**config.mk**
```make
export PLATFORM = sky130hd
export DESIGN_NAME = sync_rx_buffer
export DESIGN_NICKNAME = d
export VERILOG_FILES = /design/src/rtl/sync_rx_buffer.sv
export SDC_FILE = /design/constraint.sdc
export NUM_CORES = 1
export LEC_CHECK = 0
export BUFFER_PORTS_ARGS = -buffer_cell sky130_fd_sc_hd__buf_2
export CAP_MARGIN = 20
export CORE_MARGIN = 2
export CORE_UTILIZATION = 45
export CTS_CLUSTER_SIZE = 8
export DETAILED_ROUTE_END_ITERATION = 10
export PLACE_DENSITY = 0.68
export SYNTH_ARGS = -nofsm -noshare
export SYNTH_HDL_FRONTEND = slang
export SYNTH_SLANG_ARGS = --single-unit
```
**constraint.sdc**
```tcl
create_clock -name clk -period 2.9 [get_ports clk]
set_input_delay 0.435 -clock clk [delete_from_list [all_inputs] [get_ports clk]]
set_output_delay 0.435 -clock clk [all_outputs]
set_load 0.01 [all_outputs]
```
**src/rtl/sync_rx_buffer.sv**
```systemverilog
// sync_rx_buffer: turns a synchronized strobe into write events and queues the captured words in a show-ahead FIFO.
//   clk, rst_n (async, active-low)
//   sync_stb, sync_data : synchronized strobe level and its data word
//   rd_en               : consumer pop request
//   rd_data             : head entry, 0 while empty
//   empty, full, count  : FIFO occupancy status
//   edge_seen           : one-cycle pulse per detected strobe rise
//   ovf_cnt             : saturating count of words dropped while full
//   Optional: define SYNC_RX_DEDUP_EN to discard a word equal to the last one written.
module sync_rx_buffer #(
    parameter int DW    = 8,
    parameter int DEPTH = 4
) (
    input  logic                       clk,
    input  logic                       rst_n,
    input  logic                       sync_stb,
    input  logic [DW-1:0]              sync_data,
    input  logic                       rd_en,
    output logic [DW-1:0]              rd_data,
    output logic                       empty,
    output logic                       full,
    output logic [$clog2(DEPTH):0]     count,
    output logic                       edge_seen,
    output logic [7:0]                 ovf_cnt
);
    localparam int PW = $clog2(DEPTH);
    localparam int CW = PW + 1;
    logic [DW-1:0] mem [DEPTH];
    logic [PW-1:0] wr_ptr, rd_ptr;
    logic          stb_q, edge_det, dup, push_req, push, pop, drop;
`ifdef SYNC_RX_DEDUP_EN
    logic [DW-1:0] last_word;
    logic          last_vld;
    assign dup = last_vld && (sync_data == last_word);
    always_ff @(posedge clk or negedge rst_n) begin
        if (!rst_n) begin
            last_word <= '0;
            last_vld  <= 1'b0;
        end else if (push) begin
            last_word <= sync_data;
            last_vld  <= 1'b1;
        end
    end
`else
    assign dup = 1'b0;
`endif
    assign edge_det = sync_stb & ~stb_q;
    assign push_req = edge_det & ~dup;
    assign pop      = rd_en & ~empty;
    // A pop frees the slot in the same cycle, so a full FIFO still accepts a word when rd_en is high.
    assign push     = push_req & (~full | pop);
    assign drop     = push_req & full & ~rd_en;
    assign empty    = count == '0;
    assign full     = count == CW'(DEPTH);
    assign rd_data  = empty ? '0 : mem[rd_ptr];
    always_ff @(posedge clk) begin
        if (push) mem[wr_ptr] <= sync_data;
    end
    // stb_q resets high so a strobe already high at reset release is not taken as a rise.
    always_ff @(posedge clk or negedge rst_n) begin
        if (!rst_n) begin
            stb_q     <= 1'b1;
            wr_ptr    <= '0;
            rd_ptr    <= '0;
            count     <= '0;
            edge_seen <= 1'b0;
            ovf_cnt   <= '0;
        end else begin
            stb_q     <= sync_stb;
            edge_seen <= edge_det;
            wr_ptr    <= push ? wr_ptr + PW'(1) : wr_ptr;
            rd_ptr    <= pop ? rd_ptr + PW'(1) : rd_ptr;
            count     <= count + CW'(push) - CW'(pop);
            ovf_cnt   <= (drop && ovf_cnt != 8'hFF) ? ovf_cnt + 8'd1 : ovf_cnt;
        end
    end
endmodule
```
==> run_results.csv, run 1 <==
group,metric,value,unit
synth,netlist_top_cells_area,"edfxtp_1 46%, dfrtp_1 19%, mux4_2 8.7%",
sta,fmax,424,MHz
die,die-area,5190,um2
global_route,grt_pass1_vias,1253,
clocking,cts_tree,"done",
finish,drive_gt1_frac,0.331,
finish,fillers,356,
routing,routed_wl,3.53,mm
worst_setup_path,critPathSlowestCell,"dfrtp_1",
clocking,postCtsSetupRepairBufs,0,
synth,synth-seq-cells,49,
die,dieWidth,72.0,um
clocking,cts_buffers,5,
synth,async_reset_ff_frac,0.347,
power,p_int,0.00136,W
sta,relSlewSlack,0.595,
sta,period_minus_slack,2.36,ns
placement,dp_hpwl,2.50,mm
die,die_h,72.0,um
power,p_comb_frac,0.313,
sta,worst_pin_slew,0.608,ns
worst_setup_path,critical_path.max_stage_delay,0.74,ns
sta,finalHoldViolCount,0,
clocking,cts_resized,0,
synth,syn_area,2080,um2
sta,fin_tns_setup,0,ns
routing,drt-wirelength-per-cell,16.2,um
power,pwr-share-seq,0.501,
routing,drt_drc_violations_left,0,
synth,synth_cells,128,
worst_setup_path,worst-r2r-setup-slack,0.57,ns
synth,yosys.area.top_type,"edfxtp_1",
job,maxCapViolCount,0,
sta,skew,0.00873,ns
power,clkPwrFrac,0.186,
power,ir_drop,0.000284,V
finish,syn_to_final_growth,14.4,%
die,initial_core_util,0.472,
global_route,grt_pass1_wl,5.97,mm
synth,ys_types,29,
clocking,clock_tree.root_cell,"clkbuf_8",
clocking,cts.sinks,49,
power,swShare,0.319,
finish,antenna_cells,0,
clocking,clk_path_buf_depth,2,
worst_setup_path,worst_setup_path_end_kind,"output pin",
synth,syn_avg_cell_area,16.3,um2
power,p_per_area,840,nW/um2
clocking,cts_hold_buf,0,
synth,synth_edf_count,32,
routing,first_pass_iters,5,
worst_setup_path,crit_path_start_kind,"register",
worst_setup_path,required,2.47,ns
sta,rsz0062_at_grt,"no",
sta,setup_ws,0.544,ns
clocking,clk_pin_slew,0.08,ns
min_path,min_path_type,"in -> async",
sta,slew_violations,0,
placement,dp_slack,0.540,ns
placement,port_buffers,33,
synth,synth-seq-area-share,0.666,
global_route,antenna_found_initial,0,
global_route,grt_usage,0.156,
die,io_pins,34,
global_route,grt_max_degree,18,
worst_setup_path,worstSetupPathType,"reg -> out",
worst_setup_path,cp_cell_sequence,"mux4_2 -> and2_1 -> buf_2",
synth,synth_top_area_share,0.462,
routing,dr_total_vias,1114,
finish,nets,184,
worst_setup_path,critPathMaxFanout,10,
synth,yosys_warnings,0,
synth,synth_ff_type,"edfxtp_1",
sta,setup_viol,0,
synth,synth_common_cells,"32 x edfxtp_1, 16 x dfrtp_1, 12 x and2_1, 8 x mux4_2, 8 x nand2_1",
power,switchingPower,0.000638,W
global_route,grt-ovfl-total,0,
clocking,clk_latency,0.29,ns
die,row_count,24,
routing,dr.first_iter.drc_count,63,
clocking,htreeDepth,2,
synth,synth.most_common_cell,"edfxtp_1",
routing,vias_per_cell,5.11,
synth,syn_nets,147,
run_status,status,"complete, no violations",
power,p_leak,0.987,nW
worst_setup_path,arrival,1.92,ns
die,core_region_area,4410,um2
sta,post-route-period-util,0.812,
placement,place_congestion,0.774,
routing,ant_nets,0,
-- metal layers --
metal	up-vias	wire length (um)	GRT usage
met4	0	81	0.0797
li1	540	-	-
met5	-	0	0
met2	23	1840	0.273
met3	7	127	0.0361
met1	544	1480	0.178
-- sequential cells by signal, summed over array words and instances (netlist names) --
register	count
wr_ptr	2
edge_seen	1
stb_q	1
ovf_cnt	8
count	3
mem	32
rd_ptr	2
-- power by group through the flow --
| stage | combinational [W] | sequential (W) | clock, W |
|---|---|---|---|
| after global routing | 0.000697 | 0.00103 | 0.000414 |
| after global placement | 0.000611 | 0.00101 | 0 |
| after detailed placement | 0.000640 | 0.00102 | 0 |
| after CTS | 0.000643 | 0.00101 | 0.000387 |
| after floorplan | 0.000465 | 0.000957 | 0 |
| final | 0.000627 | 0.00100 | 0.000372 |
-- cell usage in the layout, fill, tap and decap left out, drive strengths merged, types with 2 or more instances in the layout --
cell    instances
a31oi           2
and2           12
buf            33
clkbuf          6
clkinv          2
dfrtp          16
edfxtp         32
ha              6
inv             6
mux2            3
mux4            8
nand2           9
nand3           4
nor2            4
nor3            4
nor4b           2
xnor2           4
xor2            5
-- logic make-up after synthesis --
kind of cell    count (synthesis)  synth area share
buf+inv                         9            0.0168
fa+ha+maj                       7            0.0457
simple gates                   40             0.122
xor+xnor                        9            0.0379
compound gates                  3           0.00841
flops                          49             0.666
mux                            11             0.103
-- critical path: cells and delay by family (launching register included) --
kind / cells / cell delay [ns]
buffers and inverters: 1 / 0.14
DFF: 1 / 0.74
and+or+nand+nor: 1 / 0.18
muxes: 1 / 0.57
-- cell type report --
type / count / area [um2] / share of cell area
clock buffer: 6 / 72.6 / 0.0305
inverter: 6 / 22.5 / 0.00945
multi-input combinational: 70 / 659 / 0.277
tap: 52 / 65.1 / 0.0273
timing repair buffer: 33 / 165 / 0.0693
sequential: 49 / 1390 / 0.582
clock inverter: 2 / 10.0 / 0.00420
-- stage by stage --
| step | area (um2) | hold WS [ns] | total power (W) | instances | util |
|---|---|---|---|---|---|
| 5_1_grt | 2380 | 0.0682 | 0.00214 | 218 | 0.540 |
| 2_1_floorplan | 2080 | 0.139 | 0.00142 | 128 | - |
| 6_report | 2380 | 0.0550 | 0.00200 | 218 | 0.540 |
| 4_1_cts | 2380 | 0.0474 | 0.00204 | 218 | 0.540 |
| 3_5_place_dp | 2300 | 0.372 | 0.00166 | 210 | 0.521 |
| 3_3_place_gp | 2300 | 0.369 | 0.00162 | 210 | 0.521 |
-- path summary, 6_finish.rpt --
path,start,endpoint,depth (start not counted)
setup reg to reg,count[0]$_DFF_PN0_,count[2]$_DFF_PN0_,7
hold reg to reg,ovf_cnt[5]$_DFFE_PN0P_,ovf_cnt[5]$_DFFE_PN0P_,1
min in group clk,sync_stb,stb_q$_DFF_PN1_,1
hold / removal,rst_n,count[1]$_DFF_PN0_,1
max in group asynchronous,rst_n,stb_q$_DFF_PN1_,1
setup / recovery,rd_ptr[0]$_DFFE_PN0N_,rd_data[3],3
Note: power is estimated with default switching activity, not from simulation.
==> inputs of run 2 (changes only) <==
clock period = 2.2 ns   (was 2.9 ns; I/O delays follow)
==> run_results.csv, run 2 (synthesized netlist as in run 1, its figures left out) <==
group,metric,value,unit
run_status,status,"complete, no violations",
clocking,clock_tree.root_cell,"clkbuf_8",
power,switchingPower,0.000859,W
worst_setup_path,critPathSlowestCell,"dfrtp_1",
power,pwr-share-seq,0.453,
worst_setup_path,critPathMaxFanout,5,
power,swShare,0.306,
sta,skew,0.00847,ns
routing,routed_wl,3.49,mm
worst_setup_path,worst_setup_path_end_kind,"register",
die,die-area,5190,um2
die,dieWidth,72.0,um
placement,dp_hpwl,2.55,mm
sta,setup_viol,0,
worst_setup_path,critical_path.max_stage_delay,0.43,ns
finish,syn_to_final_growth,18.0,%
clocking,postCtsSetupRepairBufs,0,
sta,post-route-period-util,0.920,
finish,postLayoutCellArea,2460,um2
global_route,antenna_found_initial,0,
finish,layout_common_cells,"33 x buf_2, 32 x edfxtp_1, 16 x dfrtp_1",
worst_setup_path,required,2.38,ns
clocking,clk_latency,0.30,ns
worst_setup_path,worstSetupPathType,"reg -> reg",
finish,seq_area,1390,um2
sta,rsz0062_at_grt,"no",
sta,relSlewSlack,0.710,
sta,finalHoldViolCount,0,
global_route,grt_pass1_vias,1214,
job,maxCapViolCount,0,
finish,drive_gt1_frac,0.349,
routing,drt-wirelength-per-cell,15.6,um
power,p_int,0.00195,W
global_route,grt_usage,0.155,
die,die_h,72.0,um
worst_setup_path,crit_path_start_kind,"register",
power,p_total,0.00281,W
finish,nets,190,
power,clkPwrFrac,0.223,
sta,period_minus_slack,2.02,ns
finish,multi_input_area,659,um2
finish,largest_reg_flops,32,
worst_setup_path,cp_cell_sequence,"or3_1 -> nand3_1 -> nand2_1 -> ha_1 -> fa_1 -> xor2_1 -> xnor2_1",
worst_setup_path,arrival,2.21,ns
clocking,clk_pin_slew,0.09,ns
sta,worst_pin_slew,0.436,ns
global_route,grt_max_degree,18,
routing,dr.first_iter.drc_count,31,
die,io_pins,34,
power,ir_drop,0.000414,V
finish,fillers,370,
routing,vias_per_cell,5.23,
clocking,cts.sinks,49,
placement,placed_cell_area,2340,um2
finish,top_register,"mem",
die,row_count,24,
power,p_per_area,1140,nW/um2
clocking,htreeDepth,2,
finish,antenna_cells,0,
clocking,clk_path_buf_depth,2,
placement,port_buffers,33,
placement,place_congestion,0.854,
routing,drt_drc_violations_left,0,
power,p_leak,1.02,nW
sta,slew_violations,0,
sta,fin_tns_setup,0,ns
clocking,cts_tree,"done",
global_route,grt-ovfl-total,0,
routing,dr_total_vias,1171,
die,initial_core_util,0.472,
global_route,grt_pass1_wl,5.96,mm
routing,ant_nets,0,
sta,fmax,494,MHz
min_path,min_path_type,"in -> reg",
finish,reg.largest.list,"mem (32), ovf_cnt (8), count (3)",
clocking,cts_buffers,5,
finish,final_common_cell,"buf_2",
sta,whs,0.138,ns
power,p_comb_frac,0.324,
routing,first_pass_iters,4,
die,core_region_area,4410,um2
finish,fin_util,0.557,
-- run 2: cell count changes in the layout (fill, tap and decap cells not counted) --
| cell | change |
|---|---|
| buf_4 | +5 |
| clkinv_2 | -2 |
| bufinv_16 | +1 |
| clkbuf_1 | -1 |
| clkinv_1 | +1 |
| clkinvlp_4 | +1 |
| dlygate4sd3_1 | +1 |
-- run 2: layout make-up --
class	count	share of cell area
repair buffers	39	0.0866
clock buffers	5	0.0280
flip-flops and latches	49	0.565
multi-input cells	70	0.268
clock inverters	3	0.0168
well taps	52	0.0265
inverters	6	0.00916
-- run 2: path summary, 6_finish.rpt --
check / cells after the start / from / to / slack, ns
max in group asynchronous: 2 / rst_n / stb_q$_DFF_PN1_ / 1.41
worst max register to register: 7 / count[2]$_DFF_PN0_ / count[2]$_DFF_PN0_ / 0.18
worst min register to register: 1 / ovf_cnt[0]$_DFFE_PN0P_ / ovf_cnt[0]$_DFFE_PN0P_ / 0.53
min in group asynchronous: 2 / rst_n / rd_ptr[0]$_DFFE_PN0N_ / 0.47
worst min-delay path: 1 / sync_stb / stb_q$_DFF_PN1_ / 0.14
worst max-delay path: 7 / count[2]$_DFF_PN0_ / count[2]$_DFF_PN0_ / 0.18
-- run 2: per-layer routing --
layer	track usage	up-vias	routed length [um]
li1	-	552	-
met1	0.179	587	1420
met2	0.273	26	1860
met3	0.0472	6	160
met4	0.0566	0	51
met5	0	-	0
-- run 2: power groups by stage --
| stage | clock (W) | sequential (W) | combinational [W] |
|---|---|---|---|
| after floorplan | 0 | 0.00126 | 0.000613 |
| after global placement | 0 | 0.00128 | 0.000900 |
| after detailed placement | 0 | 0.00130 | 0.000931 |
| after CTS | 0.000641 | 0.00128 | 0.000935 |
| after global routing | 0.000681 | 0.00130 | 0.00102 |
| final | 0.000628 | 0.00127 | 0.000911 |
-- run 2: per-stage QoR --
step / instances / setup WS (ns)
floorplan: 128 / 0.0403
global placement: 215 / 0.252
detailed placement: 215 / 0.179
CTS: 224 / 0.164
global route: 224 / 0.00179
finish: 224 / 0.176
-- run 2: repair_timing --
item | 4_1_cts | 5_1_grt
resized for setup | 0 | 0
hold endpoints to repair | 16 | 0
setup endpoints to repair | 0 | 0
hold buffers | 1 | 0
-- run 2: critical path: cells and delay by family (launching register included) --
kind          cells  cell delay, ns
xor+xnor          2            0.29
flops             1            0.43
simple gates      3            0.62
fa+ha+maj         2            0.57
==> inputs of run 3 (changes only) <==
ABC_AREA = 1   (was unset)
PLACE_DENSITY = 0.67   (was 0.68)
==> run_results.csv, run 3 <==
group,metric,value,unit
global_route,grt_max_degree,19,
sta,skew,0.00874,ns
worst_setup_path,r2r-end,"count[2]$_DFF_PN0_",
clocking,clock_tree.root_cell,"clkbuf_8",
synth,syn_nets,242,
synth,synth-seq-area-share,0.618,
synth,yosys.area.top_type,"edfxtp_1",
synth,ys_types,23,
die,initial_core_util,0.472,
sta,fmax,521,MHz
synth,synth_common_cells,"45 x nand2_1, 43 x nor2_1, 32 x edfxtp_1, 18 x inv_1, 16 x dfrtp_1",
clocking,clk_path_buf_depth,2,
global_route,grt_usage,0.165,
clocking,cts_resized,0,
worst_setup_path,worst_setup_path_end_kind,"output pin",
min_path,min_path_type,"in -> reg",
clocking,htreeDepth,2,
sta,relSlewSlack,0.725,
clocking,cts.sinks,49,
global_route,grt_pass1_wl,6.70,mm
power,p_per_area,1070,nW/um2
sta,worst_pin_slew,0.410,ns
routing,routed_wl,4.10,mm
clocking,cts_tree,"done",
finish,reg.largest.list,"mem (32), ovf_cnt (8), count (3)",
routing,first_pass_iters,4,
finish,fin_util,0.549,
sta,slew_violations,0,
die,row_count,25,
worst_setup_path,endpoint,"rd_data[4]",
worst_setup_path,crit_path_start_kind,"register",
die,die-area,5570,um2
placement,place_congestion,0.767,
global_route,grt_pass1_vias,1364,
finish,postLayoutCellArea,2610,um2
run_status,status,"complete, no violations",
worst_setup_path,worst-r2r-setup-slack,0.31,ns
worst_setup_path,required,1.87,ns
job,maxCapViolCount,0,
synth,synth_ff_type,"edfxtp_1",
finish,final_common_cell,"nand2_1",
routing,ant_nets,0,
finish,antenna_cells,0,
worst_setup_path,critPathMaxFanout,10,
power,ir_drop,0.000378,V
global_route,antenna_found_initial,0,
worst_setup_path,cp-startpoint,"rd_ptr[1]$_DFFE_PN0N_",
finish,layout_common_cells,"45 x nand2_1, 43 x nor2_1, 33 x buf_2",
synth,synth_cells,223,
sta,setup_viol,0,
worst_setup_path,r2r.worst_path.cells,9,
synth,synth.most_common_cell,"nand2_1",
synth,syn_avg_cell_area,10.1,um2
finish,nets,285,
routing,drt-wirelength-per-cell,12.3,um
placement,placed_cell_area,2510,um2
die,core_region_area,4750,um2
routing,dr_total_vias,1548,
synth,async_reset_ff_frac,0.347,
finish,top_register,"mem",
clocking,cts_hold_buf,1,
finish,syn_to_final_growth,16.3,%
worst_setup_path,arrival,1.59,ns
power,p_leak,1.16,nW
synth,syn_area,2250,um2
sta,finalHoldViolCount,0,
synth,synth-seq-cells,49,
clocking,clk_latency,0.30,ns
sta,period_minus_slack,1.92,ns
sta,fin_tns_setup,0,ns
clocking,clk_pin_slew,0.09,ns
sta,rsz0062_at_grt,"no",
finish,drive_gt1_frac,0.228,
clocking,postCtsSetupRepairBufs,0,
placement,dp_hpwl,2.91,mm
global_route,grt-ovfl-total,0,
synth,yosys_warnings,0,
sta,setup_ws,0.282,ns
die,io_pins,34,
placement,dp_slack,0.331,ns
placement,port_buffers,33,
synth,synth_edf_count,32,
routing,drt_drc_violations_left,0,
worst_setup_path,rr_startpoint,"count[0]$_DFF_PN0_",
finish,largest_reg_flops,32,
synth,synth_top_area_share,0.428,
die,dieWidth,74.6,um
synth,netlist_top_cells_area,"edfxtp_1 43%, dfrtp_1 18%, nand2_1 7.5%",
routing,vias_per_cell,4.63,
die,die_h,74.6,um
clocking,cts_buffers,5,
routing,dr.first_iter.drc_count,119,
sta,post-route-period-util,0.872,
worst_setup_path,worstSetupPathType,"reg -> out",
-- run 3: worst min path at each step --
stage / from / to / slack [ns] / cells past startpoint
CTS: sync_stb / stb_q$_DFF_PN1_ / 0.12 / 1
detailed placement: rst_n / ovf_cnt[0]$_DFFE_PN0P_ / 0.28 / 1
global placement: rst_n / ovf_cnt[7]$_DFFE_PN0P_ / 0.27 / 1
floorplan: rst_n / count[0]$_DFF_PN0_ / 0.03 / 0
global route: sync_stb / stb_q$_DFF_PN1_ / 0.12 / 1
finish: sync_stb / stb_q$_DFF_PN1_ / 0.13 / 1
-- run 3: critical path, cell delays in order, from the launching register on --
cell and delay [ns]:
dfrtp_1 0.59, inv_2 0.19, nor2_1 0.13, o21ai_1 0.06
a21oi_1 0.16, buf_2 0.16
-- run 3: logic make-up (layout without fill, tap and decap cells) --
group | count (synthesis) | after routing | share of synthesized area
simple gates | 108 | 108 | 0.212
flops | 49 | 49 | 0.618
xor+xnor | 4 | 4 | 0.0156
compound gates | 28 | 28 | 0.0624
fa+ha+maj | 7 | 7 | 0.0423
buf+inv | 27 | 71 | 0.0496
-- run 3: per-stage QoR --
stage / hold WS (ns) / total power, W / cells
floorplan: 0.0344 / 0.00196 / 223
global placement: 0.273 / 0.00230 / 325
detailed placement: 0.276 / 0.00232 / 325
CTS: 0.116 / 0.00284 / 334
global route: 0.117 / 0.00304 / 334
finish: 0.129 / 0.00280 / 334
-- run 3: power breakdown --
| group | internal (W) | leakage [nW] | total (W) | switching [W] |
|---|---|---|---|---|
| sequential | 0.00113 | 0.505 | 0.00126 | 0.000125 |
| clock | 0.000224 | 0.0374 | 0.000517 | 0.000293 |
| combinational | 0.000400 | 0.622 | 0.00102 | 0.000624 |
| total | 0.00176 | 1.16 | 0.00280 | 0.00104 |
-- run 3: area by class of cell --
cell class | instances | area [um2]
fillers | 443 | 2140
flip-flops and latches | 49 | 1390
multi-input cells | 147 | 747
repair buffers | 40 | 220
inverters | 23 | 86.3
well taps | 67 | 83.8
clock buffers | 6 | 72.6
clock inverters | 2 | 15.0
-- run 3: layer usage --
layer | vias up | share of wire | GRT usage
met2 | 25 | 0.47 | 0.258
met1 | 704 | 0.48 | 0.225
met3 | 6 | 0.029 | 0.0361
met5 | - | 0 | 0
met4 | 0 | 0.020 | 0.0714
li1 | 813 | - | -
